<file path="src/rtl/ysyx_22050518_mul.sv">
// Iterative 64-bit RV64M multiplier (MUL/MULH/MULHSU/MULHU/MULW), shift-add on magnitudes.
// Ports: clk, rst_n (sync, active-low), multiplicand, multiplier, mul_valid, mulw, mul_signed[1:0],
//        flush -> out_ready, out_valid, result_hi, result_lo. Define YSYX_22050518_MUL_RADIX4_EN for radix-4.
module ysyx_22050518_mul (
  input  logic        clk,
  input  logic        rst_n,
  input  logic [63:0] multiplicand,
  input  logic [63:0] multiplier,
  input  logic        mul_valid,
  input  logic        mulw,
  input  logic [1:0]  mul_signed,
  input  logic        flush,
  output logic        out_ready,
  output logic        out_valid,
  output logic [63:0] result_hi,
  output logic [63:0] result_lo
);

  typedef enum logic [1:0] {IDLE, BUSY, DONE} state_t;

`ifdef YSYX_22050518_MUL_RADIX4_EN
  localparam int          STEP   = 2;
  localparam logic [5:0]  LAST_D = 6'd31;
  localparam logic [5:0]  LAST_W = 6'd15;
`else
  localparam int          STEP   = 1;
  localparam logic [5:0]  LAST_D = 6'd63;
  localparam logic [5:0]  LAST_W = 6'd31;
`endif

  state_t        state, state_nxt;
  logic [5:0]    cnt;
  logic [127:0]  acc, mcand, acc_nxt, prod;
  logic [63:0]   mplr;
  logic          neg, mulw_q;
  logic          accept, last;
  logic          sa, sb;
  logic [63:0]   ext_a, ext_b, mag_a, mag_b;
`ifdef YSYX_22050518_MUL_RADIX4_EN
  logic [127:0]  m3;
`endif

  // 01 is treated as fully unsigned
  assign sa = mul_signed[1];
  assign sb = mul_signed[1] & mul_signed[0];

  assign ext_a = !mulw ? multiplicand :
                 sa ? {{32{multiplicand[31]}}, multiplicand[31:0]} :
                      {32'b0, multiplicand[31:0]};
  assign ext_b = !mulw ? multiplier :
                 sb ? {{32{multiplier[31]}}, multiplier[31:0]} :
                      {32'b0, multiplier[31:0]};

  // -2^63 maps to 2^63, which is exact as an unsigned magnitude
  assign mag_a = (sa && ext_a[63]) ? (~ext_a + 64'd1) : ext_a;
  assign mag_b = (sb && ext_b[63]) ? (~ext_b + 64'd1) : ext_b;

  assign accept    = (state == IDLE) && mul_valid && !flush;
  assign last      = cnt == (mulw_q ? LAST_W : LAST_D);
  assign out_ready = state == IDLE;
  assign out_valid = state == DONE;

  always_comb begin
    acc_nxt = acc;
`ifdef YSYX_22050518_MUL_RADIX4_EN
    case (mplr[1:0])
      2'b01:   acc_nxt = acc + mcand;
      2'b10:   acc_nxt = acc + (mcand << 1);
      2'b11:   acc_nxt = acc + m3;
      default: acc_nxt = acc;
    endcase
`else
    if (mplr[0]) acc_nxt = acc + mcand;
`endif
    prod = neg ? (~acc_nxt + 128'd1) : acc_nxt;
  end

  always_comb begin
    state_nxt = state;
    unique case (state)
      IDLE:    if (accept) state_nxt = BUSY;
      BUSY:    if (last) state_nxt = DONE;
      DONE:    state_nxt = IDLE;
      default: state_nxt = IDLE;
    endcase
    if (flush) state_nxt = IDLE;
  end

  always_ff @(posedge clk) begin
    if (!rst_n) begin
      state     <= IDLE;
      cnt       <= '0;
      acc       <= '0;
      mcand     <= '0;
      mplr      <= '0;
      neg       <= 1'b0;
      mulw_q    <= 1'b0;
      result_hi <= '0;
      result_lo <= '0;
`ifdef YSYX_22050518_MUL_RADIX4_EN
      m3        <= '0;
`endif
    end else begin
      state <= state_nxt;
      if (accept) begin
        cnt    <= '0;
        acc    <= '0;
        mcand  <= {64'b0, mag_a};
        mplr   <= mag_b;
        neg    <= (sa & ext_a[63]) ^ (sb & ext_b[63]);
        mulw_q <= mulw;
`ifdef YSYX_22050518_MUL_RADIX4_EN
        m3     <= {64'b0, mag_a} + {63'b0, mag_a, 1'b0};
`endif
      end else if (state == BUSY && !flush) begin
        acc   <= acc_nxt;
        mcand <= mcand << STEP;
        mplr  <= mplr >> STEP;
        cnt   <= last ? 6'd0 : cnt + 6'd1;
`ifdef YSYX_22050518_MUL_RADIX4_EN
        m3    <= m3 << STEP;
`endif
        if (last) begin
          result_hi <= mulw_q ? 64'd0 : prod[127:64];
          result_lo <= mulw_q ? {{32{prod[31]}}, prod[31:0]}
                              : prod[63:0];
        end
      end else if (flush) begin
        cnt <= '0;
      end
    end
  end

endmodule

</file>
<file path="config.mk">
export PLATFORM = sky130hd
export DESIGN_NAME = ysyx_22050518_mul
export DESIGN_NICKNAME = d
export VERILOG_FILES = /design/src/rtl/ysyx_22050518_mul.sv
export SDC_FILE = /design/constraint.sdc
export NUM_CORES = 2
export LEC_CHECK = 0
export BUFFER_PORTS_ARGS = -buffer_cell sky130_fd_sc_hd__buf_2
export CAP_MARGIN = 15
export CORE_ASPECT_RATIO = 0.75
export CORE_MARGIN = 3
export CORE_UTILIZATION = 56
export CTS_CLUSTER_DIAMETER = 120
export DETAILED_ROUTE_END_ITERATION = 10
export MAX_ROUTING_LAYER = met4
export PLACE_DENSITY_LB_ADDON = 0.1
export SLEW_MARGIN = 10
export SYNTH_ARGS = -nofsm -noshare
export SYNTH_HDL_FRONTEND = slang
export SYNTH_SLANG_ARGS = --single-unit
</file>
<file path="constraint.sdc">
create_clock -name clk -period 7.25 [get_ports clk]
set_input_delay 2.175 -clock clk [delete_from_list [all_inputs] [get_ports clk]]
set_output_delay 2.175 -clock clk [all_outputs]
set_load 0.01 [all_outputs]
</file>
==> Word-level counts from Yosys, hierarchy flattened <==
Index checks and enable logic that the tools add are counted.
{ "op_classes": {"n_addsub": 5, "n_eq_ne": 5, "n_mux": 21, "bitwise_logic": 9, "n_reduce_logical": 13} }
{ "op_table": {"columns": ["cell", "n"], "rows": [
  ["two-way mux 64 bit", 12],
  ["two-way mux 128 bit", 2],
  ["adder 128 x 1 -> 128 bit (second input constant)", 1],
  ["adder 128 bit", 1],
  ["adder 64 x 1 -> 64 bit (second input constant)", 2],
  ["NOT 128 bit", 1],
  ["NOT 64 bit", 2],
  ["two-way mux 6 bit", 4],
  ["adder 6 x 1 -> 6 bit (second input constant)", 1],
  ["equality test 6 bit", 1],
  ["logical AND 1 bit", 5],
  ["two-way mux 2 bit", 2],
  ["case mux 2 bit (2 select lines)", 1],
  ["nonzero test 2 bit", 2],
  ["OR reduction 2 bit", 2],
  ["AND 1 bit", 3],
  ["AND reduction 3 bit", 1],
  ["equality test 2 x 1 -> 1 bit (second input constant)", 1],
  ["equality test 2 bit (second input constant)", 1],
  ["zero test 2 bit", 1],
  ["inequality test 2 x 1 -> 1 bit (second input constant)", 1],
  ["inequality test 2 bit (second input constant)", 1],
  ["NOT 1 bit", 2],
  ["AND reduction 2 bit", 1],
  ["2 further kinds", 2]
]} }
{ "totals": {"reg_bits": 458, "input_bits": 135, "output_inout_bits": 130, "elab_cells": 63} }

==> Longest topological paths before layout <==
{ "depth": {"depth_word": 7, "depth_mapped": 26, "ltp_nobuf": 17} }

==> Worst setup path after synthesis <==
Ideal clock, no wire load.
{ "synth_path": {"kind": "register -> register", "startpoint": "reg mplr[0]", "endpoint": "reg result_hi[42]", "arrival_ps": 6919, "required_time_ps": 7176, "setup_slack_ps": 257, "path_stages_with_launch": 25, "n_path_buf": 12, "period_less_slack_ps": 6993, "cell_sequence": "dfxtp_1 -> clkbuf_1 -> clkbuf_1 -> buf_2 -> buf_2 -> buf_2 -> clkbuf_1 -> clkbuf_1 -> buf_1 -> buf_1 -> clkbuf_1 -> clkbuf_1 -> clkbuf_1 -> mux2i_1 -> ha_1 -> nand2_1 -> nor3b_1 -> nand4_1 -> o21bai_1 -> or4_4 -> or3_4 -> nor4_4 -> nand4_4 -> or4_1 -> a31oi_1"} }
{ "synth_via": {"elab_chain_len": 5} }
{ "synth_lines": {"columns": ["item", "line", "rtl"], "rows": [
  ["start: declaration", "34", "logic [63:0] mplr;"],
  ["start signal: assignment", "109", "mplr <= mag_b;"],
  ["start signal: assignment", "118", "mplr <= mplr >> STEP;"],
  ["two-way mux 128 bit *", "73", "if (mplr[0]) acc_nxt = acc + mcand;"],
  ["NOT 128 bit", "75", "prod = neg ? (~acc_nxt + 128'd1) : acc_nxt;"],
  ["adder 128 x 1 -> 128 bit", "75", null],
  ["two-way mux 128 bit *", "75", null],
  ["two-way mux 64 bit *", "124", "result_hi <= mulw_q ? 64'd0 : prod[127:64];"],
  ["end signal: assignment", "124", null],
  ["end: declaration", "15", "output logic [63:0] result_hi,"]
]} }
Every way passes the cells marked *; elsewhere a longest branch is shown, timed or not.
A chain may end at the register's enable or synchronous reset.

==> Final worst setup path <==
{ "layout_path": {"startpoint": "reg mcand[0]", "endpoint": "reg result_hi[51]"} }
{ "layout_via": {"elab_chain_len": 6} }
{ "layout_lines": {"columns": ["item", "line", "rtl"], "rows": [
  ["start: declaration", "33", "logic [127:0] acc, mcand, acc_nxt, prod;"],
  ["start signal: assignment", "108", "mcand <= {64'b0, mag_a};"],
  ["start signal: assignment", "117", "mcand <= mcand << STEP;"],
  ["adder 128 bit *", "73", null],
  ["two-way mux 128 bit *", "73", null],
  ["NOT 128 bit", "75", null],
  ["adder 128 x 1 -> 128 bit", "75", null],
  ["two-way mux 128 bit *", "75", null],
  ["two-way mux 64 bit *", "124", null]
]} }
Marks and branches as above.

==> reports/results.ini <==
[sta]
grt_setup_unrepaired = no
timing.max_slew.rel_slack_pct = 8.22
worst-slew-pin-transition_ns = 1.37
timing_hold_violations_final = 0
drv_slew = 0
fmax_mhz = 156
min_period_ns = 6.41
min_period_over_period_pct = 88.4
tns_ns = 0
fin_worst_skew_ns = 0.0653
setup_viol = 0

[grt]
global_route.overflow_total = 0
maximum_number_of_pins_on_one_net_before_global_route_repair = 239
groute.usage.overall_pct = 44.9
grt_first_pass_wirelength_mm = 237
grt_antenna_before_repair = 4
first_global_vias = 37400

[yosys]
yosys.area.top_type = dfxtp_1
synthArstFlopShare_pct = 0
synth.lib_cells_used.distinct = 106
netlist_top_cells_area = dfxtp_1 25%, nand2_1 8.9%, a21oi_1 6.9%
synth_cells = 5387
synth_seq_cells = 458
list_of_most_frequent_post_synthesis_cells = 881 x nand2_1, 616 x nor2_1, 514 x a21oi_1
synthMostInstantiatedCell = nand2_1
count_of_warnings_emitted_by_yosys = 0
syn-mean-instance-area_um2 = 6.93
synth-edff-count = 0
ys_seq_area_share_pct = 24.6
yosys.area.top_type_share_pct = 24.6
syn-cell-area_um2 = 37300
postSynth.topFlopCell = dfxtp_1
synth_nets = 5654

[routing]
antenna_violating_nets_post_route = 0
drt_wl_total_mm = 162
avgViaCountPerCell = 6.87
drt_first_iter_violations = 6824
drc = 0
detail_route.first_pass.iterations = 7
vias_after_detailed_routing = 43700
wire_per_inst_um = 25.4

[floorplanning]
num_rows = 81
die_area_um2 = 69800
fp.dieH_um = 230
floorplan.initialDensity_pct = 56.9
core_area_um2 = 65600
die_width_um = 304
top_level_ports = 265

[min_path]
type_of_the_worst_min_delay_path = flop to flop
hp-start = result_hi[49]
min_path_cells = 2
hold_path_end = result_hi[49]

[setup_path]
critical_path.endpoint_type = flop
critPathArrivalTime_ns = 6.96
reg_to_reg_startpoint = mcand[0]
req_time_crit_path_ns = 7.80
critPathSlowestCell = or4_1
startpoint_type = flop
worstPathCellList = ha_1 > inv_1 > fa_1 > nor2b_1 > o31ai_4 > a211oi_2 > o21ai_0 > a31oi_1 > nand4_2 > a211oi_2 > nand4b_1 > or4_1 > buf_4 > nor4_1 > a31oi_1 > nor3_1 > mux2i_1 > o211ai_1
critPathKind = flop to flop
regToRegSetupSlack_ns = 0.84
reg2regPathDepth = 18
critical_path_peak_fanout = 10
critPathMaxStageDelay_ns = 0.77
critical_path.reg2reg.endpoint = result_hi[51]

[pwr]
cellInternalPower_mw = 4.57
max-vdd-ir-drop_mv = 0.222
leakage_power_nw = 15.1
p_comb_share_pct = 18.9
power.switching_mw = 2.16
switching_share_pct = 32.1
share_seq_of_total_power_pct = 40.1
clock_network_power_share_pct = 41.0
powerDensity_nw_per_um2 = 164

[cts]
clock_tree.buffer_depth = 3
post_cts_setup_repair_bufs = 0
worst_skew_late_latency_ns = 0.67
post_cts_hold_buffer_count = 0
cts_tree = done
tritoncts.num_buffers = 49
post_cts_resized = 0
cts.root.buffer_cell = clkbuf_16
cts-htree-levels = 2
cts.reportedPaths.clkPinSlew_ns = 0.07
clock-sinks = 458

[cells_and_area]
nFillCells = 6122
drive_gt1_share_pct = 10.3
layout.cells.non_filler = 6361
multi_input_area_um2 = 26500
nNetsFinal = 5714
seq_area_um2 = 9180
flow.area_growth_from_synthesis_pct = 9.77

[place]
dp.cells = 6266
port_buffers = 264
post-dp-hpwl_mm = 126
routabilityCongestion = 1.14

[run_status]
outcome = finished clean

[run]
drv_cap = 0

[power groups by stage]
stage | clock [mW] | sequential (mW) | combinational (mW)
detailed placement | 0 | 2.74 | 1.20
global placement | 0 | 2.73 | 1.19
global route | 2.84 | 2.70 | 1.36
floorplan | 0 | 2.68 | 0.841
finish | 2.76 | 2.70 | 1.27
CTS | 2.75 | 2.68 | 1.21
[metal layers]
metal  vias up  global-route usage (%)  part of all wire (%)
met5         -                       -                     0
met3       261                    24.6                    19
met1     20600                    65.2                    43
met2      3002                    52.1                    35
li1      19900                       -                     -
met4         0                    9.44                   2.4
[final cells by class]
cell class / instances / area share (%)
diodes: 6 / 0.0366
clock buffers: 64 / 3.28
clock inverters: 24 / 0.849
inverters: 96 / 0.892
multi-input cells: 4474 / 64.6
flip-flops and latches: 458 / 22.4
well taps: 871 / 2.66
repair buffers: 368 / 5.25
[cells by family (layout without fill, tap and decap cells)]
family,after synthesis,count (layout),share of synthesized area (%)
fa+ha+maj,132,132,4.45
flops,458,458,24.6
mux,70,70,1.93
compound gates,1748,1748,30.3
simple gates,2263,2263,28.0
other cells,0,6,0
buf+inv,455,552,4.67
xor+xnor,261,261,6.12
[layout by cell type, fill, tap and decap left out, types with 54 or more instances in the layout]
cell	instances
nor4_1	55
buf_4	99
mux2i_1	54
nand3_1	91
nor3_1	150
o31ai_1	72
nand2_1	879
buf_2	264
a21oi_1	513
a211oi_1	163
ha_1	131
nand4_1	134
o21ai_0	368
dfxtp_1	456
nor2_1	614
xor2_1	92
a311oi_1	96
inv_1	93
or3_1	56
a31oi_1	68
xnor2_1	169
[metrics by stage]
stage | setup WS (ns) | utilization [%] | power, mW | area (µm²) | hold slack (ns)
after CTS | 1.21 | 62.4 | 6.64 | 40900 | 0.447
after global placement | 1.18 | 59.8 | 3.93 | 39200 | 0.432
after floorplan | 0.257 | - | 3.52 | 37300 | 0.449
final | 0.842 | 62.5 | 6.73 | 41000 | 0.444
after global routing | 0.761 | 62.5 | 6.90 | 41000 | 0.468
after detailed placement | 1.04 | 59.8 | 3.94 | 39200 | 0.439
[worst max-delay path, delay by kind of cell, from the launching register on]
kind | cells | cell delay (ns)
buf+inv | 2 | 0.33
simple gates | 6 | 2.73
flops | 1 | 0.38
mux | 1 | 0.12
compound gates | 7 | 2.12
fa+ha+maj | 2 | 0.64
[registers in the layout, indices dropped and copies added (netlist names)]
name	count
acc	128
cnt	6
mcand	128
mplr	64
mulw_q	1
neg	1
result_hi	64
result_lo	64
state	2
[how the worst max path moves through the flow]
| stage | end | cells after the start | startpoint | slack, ns |
|---|---|---|---|---|
| 6_report | result_hi[51] | 18 | mcand[0] | 0.84 |
| 5_1_grt | result_hi[60] | 16 | mcand[40] | 0.76 |
| 4_1_cts | result_hi[51] | 18 | acc[0] | 1.21 |
| 3_5_place_dp | mplr[58] | 15 | multiplier[4] | 1.04 |
| 3_3_place_gp | mplr[58] | 15 | multiplier[4] | 1.18 |
| 2_1_floorplan | result_hi[42] | 24 | mplr[0] | 0.26 |
No activity file was read; power rests on OpenSTA's default activity.
